<file path="config.mk">
export PLATFORM = sky130hd
export DESIGN_NAME = regfile_dumper
export DESIGN_NICKNAME = d
export VERILOG_FILES = /design/src/rtl/mips_dump_pkg.sv /design/src/rtl/regfile_dumper.sv
export SDC_FILE = /design/constraint.sdc
export NUM_CORES = 1
export LEC_CHECK = 0
export ABC_AREA = 1
export ABC_CLOCK_PERIOD_IN_PS = 3100
export CORE_AREA = 2 2 90 92
export CTS_BUF_LIST = sky130_fd_sc_hd__clkbuf_2 sky130_fd_sc_hd__clkbuf_4 sky130_fd_sc_hd__clkbuf_8
export CTS_CLUSTER_DIAMETER = 100
export DETAILED_ROUTE_END_ITERATION = 8
export DIE_AREA = 0 0 92 94
export PLACE_DENSITY = 0.91
export SYNTH_ARGS = -nofsm -noshare
export SYNTH_HDL_FRONTEND = slang
export SYNTH_SLANG_ARGS = --single-unit
</file>
<file path="constraint.sdc">
create_clock -name r_clk -period 3.1 [get_ports r_clk]
set_input_delay 0.465 -clock r_clk [delete_from_list [all_inputs] [get_ports r_clk]]
set_output_delay 0.465 -clock r_clk [all_outputs]
set_load 0.005 [all_outputs]
</file>
<file path="src/rtl/mips_dump_pkg.sv">
// Shared types and widths for the register-file dump engine.
package mips_dump_pkg;

  localparam int IDX_W  = 5;
  localparam int WORD_W = 32;

  typedef enum logic [1:0] {
    ST_IDLE,
    ST_FETCH,
    ST_OFFER,
    ST_FINISH
  } dump_state_t;

endpackage

</file>
<file path="src/rtl/regfile_dumper.sv">
// Walks register indices FIRST_REG..LAST_REG, offering each value on a
// valid/ready stream and folding every accepted word into an XOR checksum.
module regfile_dumper
  import mips_dump_pkg::*;
#(
  parameter int FIRST_REG = 0,
  parameter int LAST_REG  = 31
) (
  input  logic              r_clk,
  input  logic              reset,
  input  logic              clk_enable,
  input  logic              start,
  output logic [IDX_W-1:0]  read_reg,
  input  logic [WORD_W-1:0] read_data,
  output logic              dump_valid,
  input  logic              dump_ready,
  output logic [IDX_W-1:0]  dump_index,
  output logic [WORD_W-1:0] dump_data,
  output logic              busy,
  output logic              done,
  output logic [WORD_W-1:0] checksum
);

  localparam logic [IDX_W-1:0] FIRST_IDX = IDX_W'(FIRST_REG);
  localparam logic [IDX_W-1:0] LAST_IDX  = IDX_W'(LAST_REG);

  dump_state_t       state, state_next;
  logic [IDX_W-1:0]  counter;
  logic              load, capture, accept, advance;

  // NOTE: every signal assigned here gets a default first, so no path leaves
  // one unassigned and no latch is inferred.
  always_comb begin
    state_next = state;
    load       = 1'b0;
    capture    = 1'b0;
    accept     = 1'b0;
    advance    = 1'b0;
    case (state)
      ST_IDLE: begin
        if (start) begin
          load       = 1'b1;
          state_next = ST_FETCH;
        end
      end
      ST_FETCH: begin
        capture    = 1'b1;
        state_next = ST_OFFER;
      end
      ST_OFFER: begin
        if (dump_ready) begin
          accept = 1'b1;
          // the last index finishes without wrapping the counter
          if (counter == LAST_IDX) begin
            state_next = ST_FINISH;
          end else begin
            advance    = 1'b1;
            state_next = ST_FETCH;
          end
        end
      end
      ST_FINISH: state_next = ST_IDLE;
      default:   state_next = ST_IDLE;
    endcase
  end

  // NOTE: sequential state uses non-blocking assignments so every register
  // samples pre-edge values regardless of statement order.
  always_ff @(posedge r_clk or posedge reset) begin
    if (reset) begin
      state      <= ST_IDLE;
      counter    <= FIRST_IDX;
      dump_index <= '0;
      dump_data  <= '0;
      checksum   <= '0;
    end else if (clk_enable) begin
      state <= state_next;
      if (load) begin
        counter  <= FIRST_IDX;
        checksum <= '0;
      end
      if (advance) counter <= counter + 1'b1;
      if (capture) begin
        dump_index <= counter;
        dump_data  <= read_data;
      end
      if (accept) checksum <= checksum ^ dump_data;
    end
  end

  assign read_reg   = counter;
  assign dump_valid = (state == ST_OFFER);
  assign busy       = (state != ST_IDLE);
  assign done       = (state == ST_FINISH);

endmodule

</file>
==> results.toml <==
[power_and_ir_drop]
p_leak_nw = 2.386
combPwrFrac_pct = 39.7
p_switching_mw = 1.284
cellInternalPower_mw = 2.491
powerDensity_mw_per_mm2 = 763.4
p_clk_share_pct = 18.2
pwr-share-seq_pct = 42.1
switching_share_pct = 34.01
max-vdd-ir-drop_uv = 395.7
total_power_mw = 3.775

[clock_network]
clockBufferDepth = 2
clock_latency_ps = 330
cts-htree-levels = 3
ctsRootBufferMaster = "clkbuf_8"
cts.clk_slew.worst_paths_ps = 70
post_cts_buffers = 0
cts_resized = 0
tritoncts = "done"
cts_buffers = 9
clkSinkCount = 76
hold_buffers = 0

[routing]
drt_first_pass_iters = 6
viasPerCell = 4.852
drc_errors = 0
drtIter0Drc = 135
wl_per_cell_um = 13.45
dr_total_vias = 3115
antenna_left = 0
wirelength_um = 8635

[flow_run]
cap_violations = 0

[final_layout]
drive_gt1_share_pct = 5.185
fin_nets = 575
antennaDiodeCount = 0
largestRegisters = "checksum (32), dump_data (32)"
design_area_mm2 = 0.004945
areaGrowthSynthToFinish_pct = 38.67
fillCellCount = 622
postLayoutCoreUtil_pct = 65.00

[grt]
grt_pass1_wl_um = 14630
grt_max_degree = 77
grt_remaining_overflow = 0
antenna_found_initial = 0
grt_usage_pct = 21.13
grt_pass1_vias = 3161

[critical_path]
regToRegStartpoint = "state[1]"
critPathArrivalTime_ps = 2410
crit_path_start_kind = "input port"
cp_max_fo = 33
reg2reg_slack_ps = 1090
criticalPathCategory = "in -> reg"
worstPathRequired_ps = 3360
rr_worst_depth = 6
end_kind = "register"
r2r_end = "checksum[21]"

[yosys]
synth.area.top_cells = "dfrtp_1 53%, nand2_1 13%, xnor2_1 7.9%, nand3_1 6.0%, o21ai_0 5.3%"
yosysWarnings = 0
synth_area_mm2 = 0.003566
synth_top_cell_area_share_pct = 53.33
synth_cells = 429
synth_top_family_by_area = "simple AND/OR/NAND/NOR gates"
synth.avg_cell_area_um2 = 8.312
ys_seq_area_share_pct = 53.33
synth-simple-area-share_pct = 24.74
synth.area.mux_share_pct = 0
synthAdderAreaFrac_pct = 0.7018
synth-xor-area-share_pct = 7.860
ys_types = 17
ys_seq_elements = 76
yosys.area.top_type = "dfrtp_1"
synth_compound_gate_area_share_pct = 5.333
syn_nets = 468

[die]
fp-row-count = 32
core_area_mm2 = 0.007607
die_area_mm2 = 0.008648
initial_core_util_pct = 46.88
pin_count = 114
die_h_um = 94
die_x_um = 92

[min_path]
hp-start = "dump_index[4]"
holdPathEnd = "dump_index[4]"
holdCritPathClass = "reg -> reg"
whs_path_depth = 2

[sta]
worst_pin_slew_ps = 668.4
hold_viol = 0
slew_viol_final = 0
rsz0062_at_grt = "no"
post-route-period-util_pct = 69.07
fin_crit_ps = 2141
setup_tns_ps = 0
fmax_mhz = 467.0
setup_viol = 0
finalClockSkew_ps = 10.57
relSlewSlack_pct = 55.39

[placed_design]
gp_congestion = 0.8355
io_buffers = 113
hpwlAfterDp_um = 5972
placed_cell_area_mm2 = 0.004768

[status]
outcome = "complete, no violations"
stage by stage:
step / setup slack (ps) / cells / hold slack (ps)
3_5_place_dp: 609.2 / 627 / 482.4
6_report: 958.8 / 642 / 493.3
2_1_floorplan: 696.7 / 429 / 476.3
5_1_grt: 766.9 / 642 / 508.4
4_1_cts: 961.1 / 642 / 501.3
3_3_place_gp: 687.3 / 627 / 467.6
cells by family after synthesis:
kind of cell               count (synthesis)
adders and majority gates                  2
and+or+nand+nor                          213
buffers and inverters                     68
AOI/OAI and AO/OA                         38
DFF                                       76
xor gates and xnor gates                  32
worst max-delay path, stage by stage:
cell and delay (ps):
clkdlybuf4s50_1 650, nand3_2 410, nand2_2 640, nand2_1 130
nand2_1 90
synth_stat cells:
master / n
inv_1: 45
nand3_4: 1
clkbuf_1: 7
ha_1: 2
buf_2: 7
buf_4: 6
nand2_1: 128
nor2_1: 37
xnor2_1: 32
nand3_1: 43
nor2_4: 1
o21ai_0: 38
dfrtp_1: 76
buf_1: 1
nand2_2: 2
inv_2: 2
nand4_1: 1
layout by cell type, fill, tap and decap left out:
cell type        netlist  routed
nand2_1              128     128
clkdlybuf4s50_1        0     113
dfrtp_1               76      76
inv_1                 45      44
nand3_1               43      41
o21ai_0               38      38
nor2_1                37      37
xnor2_1               32      32
clkbuf_8               0      11
clkinv_2               0       3
buf_4                  6       3
inv_2                  2       2
nand3_2                0       2
nand2_2                2       2
ha_1                   2       2
clkbuf_4               0       2
nor2_4                 1       1
nand4_1                1       1
nand3_4                1       1
buf_12                 0       1
cell type report:
class | count | area [um2] | share of cell area, %
clock buffer | 13 | 166.4 | 3.365
clock inverter | 2 | 10.01 | 0.2024
inverter | 47 | 177.7 | 3.593
multi-input combinational | 285 | 1388 | 28.06
sequential | 76 | 1902 | 38.46
tap | 102 | 127.6 | 2.581
timing repair buffer | 117 | 1174 | 23.73
power groups by stage:
stage	clock, mW	sequential [mW]	combinational (mW)
after floorplan	0	1.58	0.731
after global routing	0.743	1.64	1.66
after detailed placement	0	1.61	1.51
after CTS	0.695	1.59	1.52
after global placement	0	1.59	1.46
final	0.686	1.59	1.50
worst max-delay path by stage:
| stage | startpoint | end | slack [ps] | cells past startpoint |
|---|---|---|---|---|
| after floorplan | reset | checksum[0] | 700 | 1 |
| after global placement | clk_enable | checksum[4] | 690 | 5 |
| after detailed placement | clk_enable | checksum[2] | 610 | 5 |
| after CTS | clk_enable | checksum[2] | 960 | 5 |
| after global routing | clk_enable | checksum[4] | 770 | 5 |
| final | clk_enable | checksum[21] | 960 | 5 |
layer usage:
layer / global-route usage, % / up-vias / share of wire (%)
li1: - / 1534 / -
met1: 26.64 / 1466 / 43
met2: 37.19 / 100 / 51
met3: 3.451 / 15 / 4.6
met4: 7.090 / 0 / 1.4
met5: 0 / - / 0
Note: power is estimated with default switching activity, not from simulation.
